==> config.mk <==
export PLATFORM = sky130hd
export DESIGN_NAME = bist_misr_compactor_flat
export DESIGN_NICKNAME = d
export VERILOG_FILES = /design/src/rtl/bist_misr_compactor_if.sv /design/src/rtl/bist_misr_compactor.sv /design/src/flat_wrapper.sv
export SDC_FILE = /design/constraint.sdc
export NUM_CORES = 1
export LEC_CHECK = 0
export CORE_ASPECT_RATIO = 0.8
export CORE_UTILIZATION = 25
export CTS_BUF_LIST = sky130_fd_sc_hd__clkbuf_4 sky130_fd_sc_hd__clkbuf_8
export CTS_CLUSTER_DIAMETER = 50
export DETAILED_ROUTE_END_ITERATION = 6
export GPL_TIMING_DRIVEN = 0
export PLACE_DENSITY_LB_ADDON = 0.08
export SYNTH_ARGS = -nofsm -noshare
export SYNTH_HDL_FRONTEND = slang
export SYNTH_SLANG_ARGS = --single-unit
==> constraint.sdc <==
create_clock -name clk -period 2.15 [get_ports clk]
set_clock_uncertainty 0.2 [all_clocks]
set_input_delay 0.645 -clock clk [delete_from_list [all_inputs] [get_ports clk]]
set_output_delay 0.645 -clock clk [all_outputs]
set_load 0.005 [all_outputs]
==> src/rtl/bist_misr_compactor_if.sv <==
// Purpose: response-stream / control / status bundle of the MISR compactor.
//  master : BIST controller side (drives start/abort/num_vectors/golden and the response stream)
//  slave  : compactor side (drives in_ready/busy/done/pass/signature/vec_count)
interface bist_misr_compactor_if #(
  parameter int unsigned DATA_WIDTH = 32,
  parameter int unsigned CNT_WIDTH  = 16
);
  logic                  start;
  logic                  abort;
  logic [CNT_WIDTH-1:0]  num_vectors;
  logic [DATA_WIDTH-1:0] golden;
  logic                  in_valid;
  logic [DATA_WIDTH-1:0] in_data;
  logic                  in_ready;
  logic                  busy;
  logic                  done;
  logic                  pass;
  logic [DATA_WIDTH-1:0] signature;
  logic [CNT_WIDTH-1:0]  vec_count;

  modport master (
    output start, abort, num_vectors, golden, in_valid, in_data,
    input  in_ready, busy, done, pass, signature, vec_count
  );

  modport slave (
    input  start, abort, num_vectors, golden, in_valid, in_data,
    output in_ready, busy, done, pass, signature, vec_count
  );
endinterface

==> src/rtl/bist_misr_compactor.sv <==
// Purpose: MISR compaction of a programmed number of captured response words into
//  one signature, compared against a golden value at the end of the run.
// Ports:
//  clk    : rising-edge clock
//  rst_n  : asynchronous active-low reset
//  bus    : bist_misr_compactor_if.slave (start/abort/num_vectors/golden in,
//           in_valid/in_data response stream in, in_ready/busy/done/pass/
//           signature/vec_count out; all outputs registered)
module bist_misr_compactor #(
  parameter int unsigned            DATA_WIDTH = 32,
  parameter logic [DATA_WIDTH-1:0]  POLY       = DATA_WIDTH'(32'h04C11DB7),
  parameter logic [DATA_WIDTH-1:0]  SEED       = '0,
  parameter int unsigned            CNT_WIDTH  = 16
) (
  input  logic                 clk,
  input  logic                 rst_n,
  bist_misr_compactor_if.slave bus
);

  typedef enum logic [1:0] {
    S_IDLE    = 2'd0,
    S_COMPACT = 2'd1,
    S_DONE    = 2'd2
  } state_t;

  state_t                r_state;
  state_t                w_next;
  logic                  w_accept;
  logic                  w_launch;
  logic [DATA_WIDTH-1:0] w_sig_next;

  logic [DATA_WIDTH-1:0] r_sig;
  logic [CNT_WIDTH-1:0]  r_cnt;
  logic [CNT_WIDTH-1:0]  r_num;
  logic                  r_pass;
  logic                  r_done;
  logic                  r_busy;
  logic                  r_in_ready;

  // Galois MISR step: shift left, fold the MSB back through the taps, mix in the word
  assign w_sig_next = {r_sig[DATA_WIDTH-2:0], 1'b0}
                    ^ (r_sig[DATA_WIDTH-1] ? POLY : '0)
                    ^ bus.in_data;

  // Next-state logic; abort outranks both start and accept
  always_comb begin
    w_next   = r_state;
    w_accept = 1'b0;
    w_launch = 1'b0;
    case (r_state)
      S_IDLE: begin
        if (!bus.abort && bus.start) begin
          w_launch = 1'b1;
          w_next   = (bus.num_vectors != '0) ? S_COMPACT : S_DONE;
        end
      end
      S_COMPACT: begin
        if (bus.abort) begin
          w_next = S_IDLE;
        end else if (bus.in_valid) begin
          w_accept = 1'b1;
          if (r_cnt == r_num - CNT_WIDTH'(1)) begin
            w_next = S_DONE;
          end
        end
      end
      S_DONE: begin
        w_next = S_IDLE;
      end
      default: begin
        w_next = S_IDLE;
      end
    endcase
  end

  // State register plus state-mirroring status flags (registered from next state)
  always_ff @(posedge clk or negedge rst_n) begin
    if (!rst_n) begin
      r_state    <= S_IDLE;
      r_done     <= 1'b0;
      r_busy     <= 1'b0;
      r_in_ready <= 1'b0;
    end else begin
      r_state    <= w_next;
      r_done     <= (w_next == S_DONE);
      r_busy     <= (w_next != S_IDLE);
      r_in_ready <= (w_next == S_COMPACT);
    end
  end

  // Datapath: signature, word counter, latched run length, pass flag
  always_ff @(posedge clk or negedge rst_n) begin
    if (!rst_n) begin
      r_sig  <= SEED;
      r_cnt  <= '0;
      r_num  <= '0;
      r_pass <= 1'b0;
    end else begin
      if (w_launch) begin
        r_sig  <= SEED;
        r_cnt  <= '0;
        r_num  <= bus.num_vectors;
        r_pass <= 1'b0;
      end else if (w_accept) begin
        r_sig <= w_sig_next;
        r_cnt <= r_cnt + CNT_WIDTH'(1);
      end
      if (r_state == S_DONE) begin
        r_pass <= !bus.abort && (r_sig == bus.golden);
      end else if (r_state == S_COMPACT && bus.abort) begin
        r_pass <= 1'b0;
      end
    end
  end

  assign bus.in_ready  = r_in_ready;
  assign bus.busy      = r_busy;
  assign bus.done      = r_done;
  assign bus.pass      = r_pass;
  assign bus.signature = r_sig;
  assign bus.vec_count = r_cnt;

endmodule
==> src/flat_wrapper.sv <==
// flat-port wrapper written by rule: the top's interface ports become plain ports
module bist_misr_compactor_flat 
#(
  parameter int unsigned            DATA_WIDTH = 32,
  parameter logic [DATA_WIDTH-1:0]  POLY       = DATA_WIDTH'(32'h04C11DB7),
  parameter logic [DATA_WIDTH-1:0]  SEED       = '0,
  parameter int unsigned            CNT_WIDTH  = 16
)
  (clk, rst_n, bus_start, bus_abort, bus_num_vectors, bus_golden, bus_in_valid, bus_in_data, bus_in_ready, bus_busy, bus_done, bus_pass, bus_signature, bus_vec_count);
  bist_misr_compactor_if #(.DATA_WIDTH(DATA_WIDTH), .CNT_WIDTH(CNT_WIDTH)) bus_i ();
  input  logic clk;
  input  logic rst_n;
  input wire logic [$bits(bus_i.start)-1:0] bus_start;
  input wire logic [$bits(bus_i.abort)-1:0] bus_abort;
  input wire logic [$bits(bus_i.num_vectors)-1:0] bus_num_vectors;
  input wire logic [$bits(bus_i.golden)-1:0] bus_golden;
  input wire logic [$bits(bus_i.in_valid)-1:0] bus_in_valid;
  input wire logic [$bits(bus_i.in_data)-1:0] bus_in_data;
  output wire logic [$bits(bus_i.in_ready)-1:0] bus_in_ready;
  output wire logic [$bits(bus_i.busy)-1:0] bus_busy;
  output wire logic [$bits(bus_i.done)-1:0] bus_done;
  output wire logic [$bits(bus_i.pass)-1:0] bus_pass;
  output wire logic [$bits(bus_i.signature)-1:0] bus_signature;
  output wire logic [$bits(bus_i.vec_count)-1:0] bus_vec_count;
  assign bus_i.start = bus_start;
  assign bus_i.abort = bus_abort;
  assign bus_i.num_vectors = bus_num_vectors;
  assign bus_i.golden = bus_golden;
  assign bus_i.in_valid = bus_in_valid;
  assign bus_i.in_data = bus_in_data;
  assign bus_in_ready = bus_i.in_ready;
  assign bus_busy = bus_i.busy;
  assign bus_done = bus_i.done;
  assign bus_pass = bus_i.pass;
  assign bus_signature = bus_i.signature;
  assign bus_vec_count = bus_i.vec_count;
  bist_misr_compactor #(.DATA_WIDTH(DATA_WIDTH), .POLY(POLY), .SEED(SEED), .CNT_WIDTH(CNT_WIDTH)) u_core (.clk(clk), .rst_n(rst_n), .bus(bus_i));
endmodule
==> metrics, run 1 <==
outcome finished with violations; failing checks setup timing; Die Y between 100 and 150 µm; EDFF count, synth 0; Worst-Margin Slew 561 ps; final slew viol count 0; detailed router's first-iteration violation count between 150 and 200; Final setup violation count 7; Setup Slack @ Placement -943 ps; DR DRC count 0; max incr delay on CP approximately 420 ps; Syn Std Cell Area 4110 µm²; Non-Filler Instances 882; CP Launch Type register; Port-buffer cells around 140; die area 17000 µm²; Req. time, crit path 2270 ps; fin nets 749; CP max FO 5; vias per cell around 4.6; fin util between 40% and 50%; clk sink count 70; top_reg_cell synth dfrtp_1; latest clock arrival within the worst-skew pair between 300 and 400 ps; CTS Buf Count 9; clock root buffer clkbuf_8; critical path type reg2reg; critical path's slowest cell dfrtp_2; most common cell after layout, fill and taps aside clkdlybuf4s50_1; std cell rows 41; cts hold-fix bufs 0; ANT cells 0; cell family with most CP delay simple AND/OR/NAND/NOR gates; commonest non-fill, non-tap cells in the layout clkdlybuf4s50_1 (102), buf_4 (67), xnor2_1 (60); Hold Fails Final Rpt 0; max frequency ~420 MHz; max_cap viols 0; Final Cycle Share 112%; Yosys Warn Count 0; fin worst setup slack -254 ps; Starting Density approximately 26%; RSZ-0062 raised after global routing true; WP buf/inv 2; die width 145 µm; Crit. path cell count 8; Max IR drop VDD 322 µV; fin crit period about 2400 ps; total grt overflow 0; Filler cells 1617; Setup crit end kind register; Core Box Area around 16000 µm²; relative slew slack 62.6%; Leak 3.13 nW; gr usage total 18.0%; Final Power 4.72 mW; RePlAce Congestion around 0.77; power density cells roughly 700 nW/µm²; crit path DAT about 2500 ps; reg2reg path depth 8; layout cells sized above 1 about a quarter; vias in the first global route 3914; via count 4043; Detailed Place HPWL roughly 11000 µm; syn nets 540; Synth Instances about 450; H-tree depth 3; Syn Area/Cell between 9 and 10 µm²; DRT antenna net count 0; Wirelength per Cell 16.9 µm; synthesis-stage register bit count 70; drt pass-1 iters 5; Post-Route WL around 15000 µm; TritonCTS clock tree done; total I/O pin count about 140; clk buf depth 2; Syn-to-layout area delta 64.0%; largest net degree at the start of global routing 40; Netlist cell types between 40 and 50; FFs w/ async S/R, synth between 90% and 100%; post-synthesis sequential area ratio 42.6%; initial antenna violation count 0; first-pass GRT wire length approximately 23000 µm; setup TNS after final layout -1200 ps; placed cells around 800; Hold Path Class in2async; CP Cell Sequence buf_4 -> or3_1 -> xnor2_1 -> nor4_4 -> nand4_1 -> nor4_4 -> buf_4 -> a31o_2; Worst-path clk slew 90 ps
-- metrics by stage --
step	hold WS [ps]	instance area [µm²]
global placement	296	5760
global route	36.3	6750
detailed placement	295	5790
CTS	17.1	6530
floorplan	149	4130
finish	12.9	6750
-- worst paths after layout --
kind                                            end        startpoint  slack (ps)
hold reg to reg                    u_core.r_num[15]  u_core.r_num[15]         310
max in group asynchronous  u_core.bus.signature[10]             rst_n        1150
hold / removal             u_core.bus.vec_count[14]             rst_n          10
setup / recovery                    u_core.bus.done   u_core.r_num[0]        -250
setup reg to reg                    u_core.bus.done   u_core.r_num[0]        -250
min in group clk                   u_core.r_num[15]  u_core.r_num[15]         310
-- timing repair --
| item | CTS | global route |
|---|---|---|
| endpoints found under the setup margin | 111 | 71 |
| buffers inserted | 54 | 11 |
| pin swaps | 11 | 19 |
| hold endpoints to repair | 0 | 0 |
| gates resized for setup | 59 | 52 |
-- sequential cells by signal, indices dropped and copies added (netlist names) --
| signal | cells |
|---|---|
| u_core.r_state | 2 |
| u_core.bus.done | 1 |
| u_core.bus.pass | 1 |
| u_core.bus.busy | 1 |
| u_core.bus.signature | 32 |
| u_core.r_num | 16 |
| u_core.bus.vec_count | 16 |
| u_core.bus.in_ready | 1 |
-- synth_stat cells, types with 2 or more instances --
master    number  area (µm²)
dfrtp_1       70        1750
clkbuf_1      16        60.1
a31o_2         2        17.5
xor2_1        46         403
xnor2_1       61         534
nand2_1       53         199
nor2b_1        2        12.5
ha_1           2        25.0
nor4_1        15        93.8
nor3_1         6        30.0
nor4_2         2        25.0
or3_1          4        25.0
o21ai_0       43         215
buf_1          5        18.8
nand4_1       14        87.6
buf_2          2        10.0
a21oi_1        8        40.0
nor2_1        25        93.8
and3_1         4        25.0
nand3_1       45         225
inv_1          6        22.5
-- power by group --
part           total (mW)  internal (mW)  switching, mW
clock                1.15          0.596          0.557
sequential           1.73           1.52          0.217
combinational        1.84           1.01          0.831
total                4.72           3.12           1.61
-- cell type report --
type                    instances  area (µm²)  share of cell area (%)
plain buffers                  19        88.8                    1.32
clock buffers                  11         151                    2.24
clock inverters                 5        57.6                   0.853
inverters                       6        22.5                   0.334
multi-input cells             354        2460                    36.4
flip-flops and latches         70        1790                    26.5
well taps                     215         269                    3.99
repair buffers                202        1910                    28.4
-- routing by layer --
metal / part of all wire (%) / global-route usage [%]
met1: 53 / 26.9
met2: 41 / 25.4
met4: 0.96 / 4.63
met3: 4.6 / 4.41
met5: 0 / 0
-- logic make-up after synthesis --
logic type / Yosys count / synth area share, %
AOI/OAI and AO/OA: 63 / 8.79
xor gates and xnor gates: 107 / 22.8
adders and majority gates: 2 / 0.608
buffers and inverters: 29 / 2.71
DFF: 70 / 42.6
muxes: 1 / 0.243
and+or+nand+nor: 181 / 22.3
Note: power is estimated with default switching activity, not from simulation.
==> run 2, diff against run 1 <==
Settings changed: PLACE_DENSITY set to 0.56, PLACE_DENSITY_LB_ADDON 0.08 to unset, SLEW_MARGIN set to 0.
==> run 2 against run 1 <==
The flow still finishes with violations (setup timing). Global-route usage is 0.46 points lower. Wire length is 2.4% lower. Highest routed layer unchanged. Core utilization is 0.54 points lower.
==> metrics, run 2 (synthesis results as in run 1) <==
vias per cell approximately 4.7; cts hold-fix bufs 0; Placement Cell Area just under 6000 µm²; Hold Fails Final Rpt 0; critical path type reg2reg; CP Launch Type register; crit path DAT between 2000 and 3000 ps; Syn-to-layout area delta 62.0%; clock root buffer clkbuf_8; max_cap viols 0; layout cells sized above 1 between 20% and 30%; Req. time, crit path roughly 2200 ps; RePlAce Congestion about 0.89; Core Box Area between 15000 and 20000 µm²; final slew viol count 0; fin crit period between 2000 and 2500 ps; Final Cycle Share 115%; max frequency just over 400 MHz; drt pass-1 iters 4; largest net degree at the start of global routing 71; clk sink count 70; final instance area between 6000 and 7000 µm²; Non-Filler Instances about 870; Port-buffer cells approximately 140; via count between 4000 and 5000; relative slew slack about two fifths; TritonCTS clock tree done; Leak slightly below 3 nW; Starting Density 25.9%; Setup crit end kind register; CP max FO 6; Setup Slack @ Placement -1210 ps; Die Y 117 µm; max reg flops 32; total grt overflow 0; placed cells about 800; H-tree depth 3; Worst-Margin Slew between 900 and 1000 ps; commonest non-fill, non-tap cells in the layout clkdlybuf4s50_1 (115), xnor2_1 (60), buf_4 (56); initial antenna violation count 0; gr usage total between 10% and 20%; die width 145 µm; first-pass GRT wire length 22600 µm; DRT antenna net count 0; fin worst setup slack -312 ps; most common cell after layout, fill and taps aside clkdlybuf4s50_1; clk buf depth 2; CTS Buf Count 9; fin util 41.9%; fin nets 738; Worst-path clk slew roughly 80 ps; Detailed Place HPWL roughly 11000 µm; total I/O pin count between 100 and 150; std cell rows 41; DR DRC count 0; power density cells about 730 nW/µm²; Filler cells between 1500 and 2000; latest clock arrival within the worst-skew pair between 300 and 400 ps; outcome finished with violations; vias in the first global route 4115; failing checks setup timing; Wirelength per Cell approximately 17 µm; Hold Path Class in2async; RSZ-0062 raised after global routing true; Post-Route WL ~15000 µm; Final setup violation count 6; setup TNS after final layout -1240 ps; ANT cells 0; Max IR drop VDD approximately 300 µV; detailed router's first-iteration violation count about 240; die area 17000 µm²
run 2: cell types whose count changed in the layout (fill, tap and decap cells not counted), sizes merged:
cell           change
clkinvlp           -2
inv                +1
buf               -14
dlymetal6s2s      -15
clkbuf             +3
clkdlybuf4s50     +13
bufinv             +1
dlygate4sd2        +2
run 2: final timing paths:
| check | start | endpoint | slack [ps] | cells past startpoint |
|---|---|---|---|---|
| worst max register to register | u_core.r_num[10] | u_core.r_state[1] | -310 | 6 |
| max in group asynchronous | rst_n | u_core.bus.signature[28] | 880 | 1 |
| worst max-delay path | u_core.r_num[10] | u_core.r_state[1] | -310 | 6 |
| worst min-delay path | rst_n | u_core.bus.vec_count[9] | 220 | 1 |
| min in group clk | u_core.r_num[15] | u_core.r_num[15] | 320 | 2 |
| worst min register to register | u_core.r_num[15] | u_core.r_num[15] | 320 | 2 |
run 2: area by class of cell:
class	count	area, µm²	share of cell area [%]
Multi-Input combinational cell	354	2500	37.5
Tap cell	215	269	4.04
Clock inverter	5	81.3	1.22
Inverter	6	22.5	0.338
Buffer	20	92.6	1.39
Timing Repair Buffer	190	1770	26.5
Sequential cell	70	1780	26.8
Clock buffer	11	145	2.18
run 2: metal layers:
metal / share of wire (%) / GRT usage, % / wire (µm) / up-vias
li1: - / - / - / 1958
met1: 49 / 24.4 / 7180 / 2015
met2: 45 / 27.3 / 6600 / 107
met3: 3.9 / 3.32 / 576 / 20
met4: 1.6 / 5.89 / 233 / 0
met5: 0 / 0 / 0 / -
run 2: critical path: stages, from the launching register on:
cell      delay [ps]
dfrtp_2          480
or4_4            550
or3_4            340
a211oi_2         220
o32ai_2          130
nor4_4           260
a31o_2           220
run 2: what timing repair did:
item,in CTS,in global routing
pin swaps,24,20
endpoints found under the setup margin,111,34
resized for setup,78,26
buffers inserted,47,7
run 2: per-stage QoR:
| stage | hold slack (ps) | total power, mW |
|---|---|---|
| after floorplan | 149 | 2.51 |
| after detailed placement | 300 | 3.24 |
| after CTS | 253 | 4.80 |
| final | 222 | 4.83 |
| after global placement | 289 | 3.23 |
| after global routing | 281 | 5.14 |
run 2: where the power goes:
part           internal [mW]  switching, mW
Combinational           1.01          0.812
Sequential              1.51          0.253
Clock                  0.701          0.540
==> RTL change: new RTL, settings of run 1 <==
Encoding of `state_t`: now one-hot (3 bits for 3 states).
--- a/src/rtl/bist_misr_compactor.sv
+++ b/src/rtl/bist_misr_compactor.sv
@@ -17,10 +17,10 @@
   bist_misr_compactor_if.slave bus
 );
 
-  typedef enum logic [1:0] {
-    S_IDLE    = 2'd0,
-    S_COMPACT = 2'd1,
-    S_DONE    = 2'd2
+  typedef enum logic [2:0] {
+    S_IDLE    = 3'b001,
+    S_COMPACT = 3'b010,
+    S_DONE    = 3'b100
   } state_t;
 
   state_t                r_state;
Check against the original RTL: no difference found for any inputs over 10 cycles, from zero or initial values and one cycle with rst_n low; not proved beyond that.
==> RTL change against run 1 <==
- the flow still finishes with violations (setup timing)
- count of clock-buffer cells in the layout grew 1
- final area shrank 0.54%
- fmax is 9.1% higher
- power is 21% lower
- sequential cell count increased by 1
- setup slack better by 0.20 ns
- area after synthesis up 1.5%
- routed wire length down 1.6%
- largest power group is now sequential cells
==> RTL change: results (changes against run 1) <==
| Metric | Value |
|---|---|
| Final setup margin | -0.05253 ns (+0.2014 ns) |
| Hold_ws | 0.3481 ns (+0.3352 ns) |
| Drt wl/cell | 17.04 um (+0.55%) |
| Setup_tns | -0.08598 ns (+1.119 ns) |
| Failing checks | setup timing |
| WL met3 | 609 um (-11%) |
| Fraction of layout cells with a size suffix above 1 | 0.2515 (+0.01766) |
| Area post-placement | 0.005829 mm^2 (+0.71%) |
| Post-cts repair resize count | 60 (+1.7%) |
| Status | finished, violations left |
| Worst Path Arrival | 2.26 ns (-0.27 ns) |
| Vias per inst | 4.521 (-1.4%) |
| Final count of negative-setup-slack endpoints | 2 (-5) |
| Commonest cells post-synth | xnor2_1 (82), dfrtp_1 (70), nand2_1 (54) |
| Setup Fix Bufs, Post-CTS | 51 (-5.6%) |
| XOR/XNOR share of the synthesized area | 0.2329 (+0.005046) |
| Dominant cells by area after synthesis | dfrtp_1 (42%), xnor2_1 (17%), xor2_1 (6.1%) |
| Routed wl met2 | 6331 um (+2.3%) |
| Mux cell area share after synthesis | 0.02968 (+0.02724) |
| HPWL after DPL | 10620 um (-1.4%) |
| Leakage | 2.796 nW (-11%) |
| Pin count of the biggest net entering global routing | 54 (+35%) |
| Reg2Reg Depth | 7 (-1) |
| Final Wtd Congestion | 0.8017 (+4.2%) |
| DR iter-0 viols | 180 (-9.5%) |
| Capturing point of the worst reg2reg path | u_core.bus.in_ready |
| Post-CTS Hold Fix Bufs | 1 (+1) |
| Worst hold path type | register to register |
| Pre-Repair DR Iteration Count | 4 (-1) |
| Final non-filler cell total | 863 (-2.2%) |
| Placed cells | 787 (-2.2%) |
| Syn avg cell area | 9.595 um^2 (+5.7%) |
-- RTL change: how the worst max path moves through the flow --
| stage | from | end | slack (ns) | depth (start not counted) |
|---|---|---|---|---|
| after detailed placement | bus_abort | u_core.bus.vec_count[15] | -1.09 | 7 |
| final | u_core.r_num[0] | u_core.bus.in_ready | -0.05 | 7 |
| after global placement | rst_n | u_core.r_num[14] | -2.51 | 1 |
| after CTS | u_core.r_num[2] | u_core.bus.in_ready | -0.008 | 6 |
| after floorplan | u_core.r_num[0] | u_core.bus.in_ready | 0.02 | 8 |
| after global routing | u_core.r_num[0] | u_core.r_state[1] | -0.14 | 7 |
-- RTL change: cells by family (layout without fill, tap and decap cells) --
logic type / after synthesis / count (layout)
buffers and inverters: 26 / 239
AO/OA/AOI/OAI: 67 / 67
multiplexers: 11 / 11
adder cells (fa/ha/maj): 2 / 2
XOR/XNOR: 111 / 111
AND/OR/NAND/NOR: 147 / 147
flip-flops: 71 / 71
-- RTL change: layout make-up --
class / instances / area, um^2
Buffer: 17 / 86.33
Clock buffer: 12 / 152.6
Clock inverter: 4 / 45.04
Fill cell: 1577 / 9346
Inverter: 9 / 33.78
Multi-Input combinational cell: 338 / 2455
Sequential cell: 71 / 1809
Tap cell: 215 / 269.0
Timing Repair Buffer: 197 / 1859
-- RTL change: metal layers --
layer,GRT usage,vias to the layer above
met4,0.05013,0
li1,-,1902
met2,0.2601,98
met1,0.2590,1887
met3,0.04535,15
met5,0,-
-- RTL change: critical path: cells and delay by family, from the launching register on --
kind | cells | cell delay (ns)
AO/OA/AOI/OAI | 2 | 0.39
AND/OR/NAND/NOR | 4 | 0.92
buffers and inverters | 1 | 0.14
flip-flops | 1 | 0.43
-- RTL change: power by group --
part,switching (mW),internal [mW]
registers,0.140,1.43
clock network,0.539,0.588
logic,0.461,0.585
